`src/rtl/scariv_credit_return_slave_pkg.sv`:
```
// Shared types and helpers for the credit-return slave.
package scariv_credit_return_slave_pkg;

    typedef enum logic [1:0] {
        IDLE  = 2'd0,
        SEND  = 2'd1,
        STALL = 2'd2
    } cre_ret_state_t;

    function automatic int min_credit(input int a, input int b);
        return (a < b) ? a : b;
    endfunction

endpackage

```
`src/rtl/scariv_credit_return_slave.sv`:
```
// Collects freed entries and returns them as capped credit beats to the dispatch master.
// Optional SCARIV_CREDIT_RET_CHECK_EN adds a sticky o_overflow flag and runtime assertions.
//
// state | meaning
// IDLE  | no beat in the output register
// SEND  | beat valid, last cycle loaded or fired
// STALL | beat valid and held because the master withheld ready
module scariv_credit_return_slave
    import scariv_credit_return_slave_pkg::*;
#(
    parameter int MAX_CREDITS = 8,
    parameter int MAXIMAL_VAL = 2,
    parameter int RETURN_MAX  = 4,
    parameter int STALL_LIMIT = 16
) (
    input  logic                               i_clk,
    input  logic                               i_reset,
    input  logic                               i_free_valid,
    input  logic [$clog2(MAXIMAL_VAL+1)-1:0]   i_free_val,
    output logic                               o_cre_ret_valid,
    output logic [$clog2(RETURN_MAX+1)-1:0]    o_cre_ret_val,
    input  logic                               i_cre_ret_ready,
    output logic [$clog2(MAX_CREDITS+1)-1:0]   o_pending,
    output logic                               o_stall_err
`ifdef SCARIV_CREDIT_RET_CHECK_EN
    ,
    output logic                               o_overflow
`endif
);

    localparam int PW = $clog2(MAX_CREDITS+1);
    localparam int FW = $clog2(MAXIMAL_VAL+1);
    localparam int RW = $clog2(RETURN_MAX+1);
    localparam int AW = ((PW > FW) ? PW : FW) + 1;
    localparam int SW = $clog2(STALL_LIMIT+1);

    cre_ret_state_t state, state_nxt;

    logic [PW-1:0] r_pending;
    logic [RW-1:0] r_val;
    logic [SW-1:0] r_stall_cnt;
    logic          r_stall_err;

    logic [AW-1:0] free_in;
    logic [AW-1:0] avail;
    logic [AW-1:0] beat_amt;
    logic [AW-1:0] clamp_amt;
    logic          loadable;
    logic          stalled;
    logic [PW-1:0] pending_nxt;
    logic [RW-1:0] val_nxt;
    logic [SW-1:0] stall_cnt_nxt;

    // Valid is encoded in the FSM: any non-IDLE state holds a live beat.
    assign o_cre_ret_valid = (state != IDLE);
    assign o_cre_ret_val   = r_val;
    assign o_pending       = r_pending;
    assign o_stall_err     = r_stall_err;

    always_comb begin
        free_in   = i_free_valid ? AW'(i_free_val) : '0;
        avail     = AW'(r_pending) + free_in;
        beat_amt  = AW'(min_credit(int'(avail), RETURN_MAX));
        clamp_amt = AW'(min_credit(int'(avail), MAX_CREDITS));
        loadable  = (state == IDLE) || i_cre_ret_ready;
        stalled   = (state != IDLE) && !i_cre_ret_ready;
    end

    always_comb begin
        state_nxt     = state;
        pending_nxt   = r_pending;
        val_nxt       = r_val;
        stall_cnt_nxt = '0;
        if (loadable) begin
            // A beat firing this cycle is already accounted for; avail is what is left.
            pending_nxt = PW'(avail - beat_amt);
            if (avail != '0) begin
                val_nxt   = RW'(beat_amt);
                state_nxt = SEND;
            end else begin
                state_nxt = IDLE;
            end
        end else begin
            pending_nxt = PW'(clamp_amt);
            state_nxt   = STALL;
        end
        if (stalled) begin
            stall_cnt_nxt = (r_stall_cnt == SW'(STALL_LIMIT)) ? r_stall_cnt : r_stall_cnt + 1'b1;
        end
    end

    always_ff @(posedge i_clk) begin
        if (i_reset) begin
            state <= IDLE;
        end else begin
            state <= state_nxt;
        end
    end

    always_ff @(posedge i_clk) begin
        if (i_reset) begin
            r_pending   <= '0;
            r_val       <= '0;
            r_stall_cnt <= '0;
            r_stall_err <= 1'b0;
        end else begin
            r_pending   <= pending_nxt;
            r_val       <= val_nxt;
            r_stall_cnt <= stall_cnt_nxt;
            r_stall_err <= r_stall_err | (stall_cnt_nxt == SW'(STALL_LIMIT));
        end
    end

`ifdef SCARIV_CREDIT_RET_CHECK_EN
    logic r_overflow;
    assign o_overflow = r_overflow;

    // More credits than entries means the upstream freed something twice.
    always_ff @(posedge i_clk) begin
        if (i_reset) begin
            r_overflow <= 1'b0;
        end else begin
            r_overflow <= r_overflow | (avail > AW'(MAX_CREDITS));
        end
    end

    a_free_range: assert property (@(posedge i_clk) disable iff (i_reset)
        free_in <= AW'(MAXIMAL_VAL));
    a_hold_stable: assert property (@(posedge i_clk) disable iff (i_reset)
        (o_cre_ret_valid && !i_cre_ret_ready) |=> $stable(o_cre_ret_val));
    a_nonzero_beat: assert property (@(posedge i_clk) disable iff (i_reset)
        o_cre_ret_valid |-> (o_cre_ret_val != '0));
`endif

endmodule
```
`config.mk`:
```
export PLATFORM = sky130hd
export DESIGN_NAME = scariv_credit_return_slave
export DESIGN_NICKNAME = d
export VERILOG_FILES = /design/src/rtl/scariv_credit_return_slave_pkg.sv /design/src/rtl/scariv_credit_return_slave.sv
export SDC_FILE = /design/constraint.sdc
export NUM_CORES = 1
export LEC_CHECK = 0
export CORE_MARGIN = 10
export CORE_UTILIZATION = 40
export DETAILED_ROUTE_END_ITERATION = 10
export HOLD_SLACK_MARGIN = 0.1
export PLACE_DENSITY = 0.6
export SYNTH_ARGS = -nofsm -noshare
export SYNTH_HDL_FRONTEND = slang
export SYNTH_SLANG_ARGS = --single-unit
export TNS_END_PERCENT = 20
```
`constraint.sdc`:
```
create_clock -name i_clk -period 1.9 [get_ports i_clk]
set_input_delay 0.19 -clock i_clk [delete_from_list [all_inputs] [get_ports i_clk]]
set_output_delay 0.19 -clock i_clk [all_outputs]
set_load 0.01 [all_outputs]
```
* Yosys cells after proc, flatten, opt, wreduce, memory -nomap -nowiden
Index checks and enable logic that the tools add are counted.
** Word-level totals
- Register bits after elaboration :: 15
- Input bits :: 6
- Output and inout port bits :: 9
- Logic and storage cells :: 31
** Operators by class
- Add/subtract/negate cells :: 3
- Magnitude comparators :: 2
- Eq/ne operators :: 2
- Mux-type cells :: 8
- Bitwise logic cells :: 2
- Reduce and logical (&&, ||, !) cells :: 8
** Operator list (count)
- two-way mux 4 bit :: 3
- equality test 5 bit, second input constant :: 2
- two-way mux 5 bit :: 2
- adder 4 x 2 -> 5 bit :: 1
- adder 5 x 1 -> 5 bit, second input constant :: 1
- less-than comparator 5 x 3 -> 1 bit, second input constant :: 1
- less-than comparator 5 x 4 -> 1 bit, second input constant :: 1
- nonzero test 5 bit :: 1
- two-way mux 2 bit :: 2
- subtractor 4 bit :: 1
- zero test 2 bit :: 1
- AND reduction 2 bit :: 1
- nonzero test 2 bit :: 1
- OR reduction 2 bit :: 1
- logical AND 1 bit :: 1
- zero test 1 bit :: 1
- logical OR 1 bit :: 1
- two-way mux 1 bit :: 1
- inverter 1 bit :: 1
- bitwise OR 1 bit :: 1

* Logic depth before layout (Yosys ltp)
- Depth after elaboration :: 6
- Gate-level depth with buffers :: 7
- Mapped depth without buffers :: 7

* Worst setup path before layout
Ideal clock, no wire load.
- Path kind :: flip-flop to flip-flop
- From :: register r_pending[0], in the netlist o_pending[0]
- To :: register r_val[0], in the netlist o_cre_ret_val[0]
- Library setup time :: 0.070 ns
- Arrival :: 1.671 ns
- Required time :: 1.830 ns
- Slack :: 0.159 ns
- Cell stages (with the launch flop) :: 6
- Buffers on the path :: 0
- Clock period less this slack :: 1.741 ns
- Cell sequence :: dfxtp_1 > ha_1 > fa_1 > nand2b_1 > a211o_1 > a21oi_1
** Between the ends
- Word-level cells in the longest chain between the ends :: 3
- Elaborated cells between the ends (all ways) :: 5
- Classes of those cells :: add/sub: 1; order compare: 1; mux: 1; reduce/logical: 2
** RTL lines
- start, declared :: line scariv_credit_return_slave.sv:39 : logic [PW-1:0] r_pending;
- start signal, assigned :: line scariv_credit_return_slave.sv:107 : r_pending <= pending_nxt;
- adder 4 x 2 -> 5 bit (*) :: line scariv_credit_return_slave.sv:62 : avail = AW'(r_pending) + free_in;
- less-than comparator 5 x 3 -> 1 bit / nonzero test 5 bit (equally long branches) :: line scariv_credit_return_slave_pkg.sv:11, scariv_credit_return_slave.sv:77
- two-way mux 4 bit / AND reduction 2 bit (equally long branches)
- end signal, assigned :: line scariv_credit_return_slave.sv:108 : r_val <= val_nxt;
- end, declared :: line scariv_credit_return_slave.sv:40 : logic [RW-1:0] r_val;
Every way passes the cells marked *; elsewhere a longest branch is shown, timed or not.
A chain may end at the register's enable or synchronous reset.

* Worst setup path in the final report
- From :: input port i_free_valid
- To :: register r_val[0], in the netlist o_cre_ret_val[0]
** Between the ends
- Word-level cells in the longest chain between the ends :: 4
- Elaborated cells between the ends (all ways) :: 6
- Classes of those cells :: add/sub: 1; order compare: 1; mux: 2; reduce/logical: 2
** RTL lines
- start, declared :: line scariv_credit_return_slave.sv:18 : input logic i_free_valid,
- two-way mux 2 bit (*) :: line scariv_credit_return_slave.sv:61 : free_in = i_free_valid ? AW'(i_free_val) : '0;
- adder 4 x 2 -> 5 bit (*) :: line scariv_credit_return_slave.sv:62
- less-than comparator 5 x 3 -> 1 bit / nonzero test 5 bit (equally long branches) :: line scariv_credit_return_slave_pkg.sv:11, scariv_credit_return_slave.sv:77
- two-way mux 4 bit / AND reduction 2 bit (equally long branches)
Marks and branches as above.

==> reports/metrics.cfg <==
[run_status]
outcome=finished, final reports clean

[clock_network]
clock_sinks=15
postCtsSetupBuffers=0
cts_buffers=3
clk_pin_slew_ns=0.09
clock_latency_ns=0.27
cts_max_path_buffers=2
htreeDepth=1
cts_tree=yes
clockRootBuffer=clkbuf_4

[routing]
drt_iter0_drc=11
totalWireLength_mm=1.79
firstDrtPassIters=4
antenna_left=0
route.detailed.drc=0
avgViaCountPerCell=5.23
avgRoutedWirePerCell_um=12.4
vias=753

[timing]
finalHoldViolCount=0
slew_viol_final=0
skew_ns=0.00227
setup_viol_count_final=0
fin_crit_sh=0.956
maxSlewHeadroom=0.690
rsz0062_at_grt=true
max_slew.worst_pin.slew_ns=0.465
fmax_mhz=550
fin_crit_ns=1.82

[die]
die_w_um=65.7
rows=16
die_area_sq_um=4310
chipHeight_um=65.7
design.core.area_sq_um=1980
io_pins=15
start_util=0.421

[power_and_ir_drop]
power.density_nw_per_um2=543
p_leak_nw=0.414
irDropWorstVdd_mv=0.358
total_power_uw=593

[final_layout]
drive_gt1_frac=0.154
antenna_cells=0
fin_area_sq_um=1090
nets=129
n_fill_cell=188
syn2layout_area_growth_pct=30.7

[min_path]
hold_start=o_cre_ret_val[1]
hp-class=reg2reg

[synthesis]
ys_seq_area_frac=0.360
synth_area_leaders=dfxtp_1 36%, ha_1 6.0%, a21oi_1 4.8%
synth_most_common_cell=dfxtp_1
synth_edf_count=0
ys_top_cells_by_count=15 x dfxtp_1, 8 x a21oi_1, 7 x nor2_1
synth_xor_area_frac=0.0525
yosys_warnings=0
yosysTopAreaCell=dfxtp_1
synthMuxAreaShare=0
synth_cells=96
ys_seq_elements=15
async_reset_ff_frac=0
synth_top_area_frac=0.360
synth_simple_gate_area_share=0.249
synth_compound_area_frac=0.213
avgSynthCellArea_sq_um=8.69
synthAdderAreaFrac=0.0840
synth_top_family_by_area=simple AND/OR/NAND/NOR gates
syn-num-nets=107
synth_ff_type=dfxtp_1
synth_cell_types=34
syn-cell-area_sq_um=835

[setup_path]
endpoint_kind=flop
critPathLaunch=i_free_valid
cp-start-kind=input port
cp.required_ns=2.11
r2r_cells=5
slowest_delay_ns=0.48
crit_type=in2reg
critPathMaxFanout=5
reg2reg_from=o_pending[0]
arrival_ns=2.03
cp-endpoint=o_cre_ret_val[0]
cp_cell_sequence=clkdlybuf4s50_1 > and2_1 > ha_2 > fa_2 > nand2b_1 > a211o_1 > a21oi_2
critical_path_cell_count=7
cp_slowest_cell=fa_2
cp_num_buf_inv=1
r2r-end=o_cre_ret_val[0]
rrSetupSlack_ns=0.24
critPathTopFamily=adder cells

[placed_design]
gp_congestion=0.824
place_area_sq_um=1040
dp_hpwl_mm=1.38
port_buffers=14

[grt]
grt_pass1_wl_mm=3.11
antenna_found_initial=0
grt_util_all_layers=0.0864
grt_overflow=0
grt_max_degree=16
grt_pass1_vias=754

[flow_run]
maxCapViolCount=0

==> layer usage <==
| metal | vias up | wire length (um) | track usage |
|---|---|---|---|
| li1 | 387 | - | - |
| met1 | 353 | 872 | 0.107 |
| met2 | 11 | 812 | 0.140 |
| met3 | 2 | 86 | 0.0220 |
| met4 | 0 | 14 | 0.0321 |
| met5 | - | 0 | 0 |
==> repair_timing <==
action,4_1_cts,5_1_grt
setup endpoints to repair,1,3
resized for setup,1,5
hold buffers,0,0
pin swaps,0,2
==> area by class of cell <==
class	instances	area [sq um]	share of cell area
Inverter	4	15.0	0.0138
Tap cell	27	33.8	0.0310
Clock inverter	1	5.00	0.00459
Multi-Input combinational cell	73	522	0.478
Sequential cell	15	300	0.275
Clock buffer	3	22.5	0.0206
Timing Repair Buffer	21	193	0.177
==> per-stage QoR <==
stage | worst slack (ns) | util | TNS (ns) | std cells | hold slack (ns)
2_1_floorplan | 0.159 | - | 0 | 96 | 0.409
3_3_place_gp | -0.250 | 0.525 | -1.44 | 140 | 0.448
3_5_place_dp | -0.281 | 0.525 | -1.69 | 140 | 0.460
4_1_cts | 0.0607 | 0.540 | 0 | 144 | 0.476
5_1_grt | 0.000973 | 0.551 | 0 | 144 | 0.512
6_report | 0.0829 | 0.551 | 0 | 144 | 0.471
==> sequential cells by signal, summed over array words and instances (netlist names) <==
register / cells
o_cre_ret_val: 3
o_pending: 4
o_stall_err: 1
r_stall_cnt: 5
state: 2
==> logic make-up after synthesis <==
| logic type | Yosys count |
|---|---|
| AO/OA/AOI/OAI | 25 |
| adder cells (fa/ha/maj) | 5 |
| AND/OR/NAND/NOR | 38 |
| buffers and inverters | 8 |
| flip-flops | 15 |
| XOR/XNOR | 5 |
==> power breakdown <==
group          internal (mW)  switching (mW)  leakage (nW)
combinational         0.0488          0.0406         0.275
sequential             0.323         0.00557         0.122
clock                 0.0778          0.0973        0.0177
==> tightest hold or removal path, delay by kind of cell (launching register included) <==
family	cells	cell delay, ns
DFF	1	0.33
AOI/OAI and AO/OA	1	0.05
and+or+nand+nor	1	0.05
==> placed cells by master, fill, tap and decap left out, types with 3 or more instances in the layout <==
cell type        synthesis  routed
xnor2_1                  3       3
nor3_1                   5       5
buf_4                    0       7
nor2b_1                  3       3
and2_1                   4       4
clkbuf_4                 0       3
nand2b_1                 4       4
clkdlybuf4s50_1          0      14
nor2_1                   7       6
dfxtp_1                 15      15
inv_1                    3       3
o21ai_1                  3       3
a21oi_1                  8       7
nand2_1                  6       6
ha_1                     4       3
==> worst min path at each step <==
stage,endpoint,slack [ns],depth (start not counted)
finish,o_cre_ret_val[1],0.47,2
global route,o_cre_ret_val[1],0.51,2
CTS,o_cre_ret_val[1],0.48,2
detailed placement,o_stall_err,0.46,2
global placement,o_stall_err,0.45,2
floorplan,o_cre_ret_val[0],0.41,3
No activity file was read; power rests on OpenSTA's default activity.
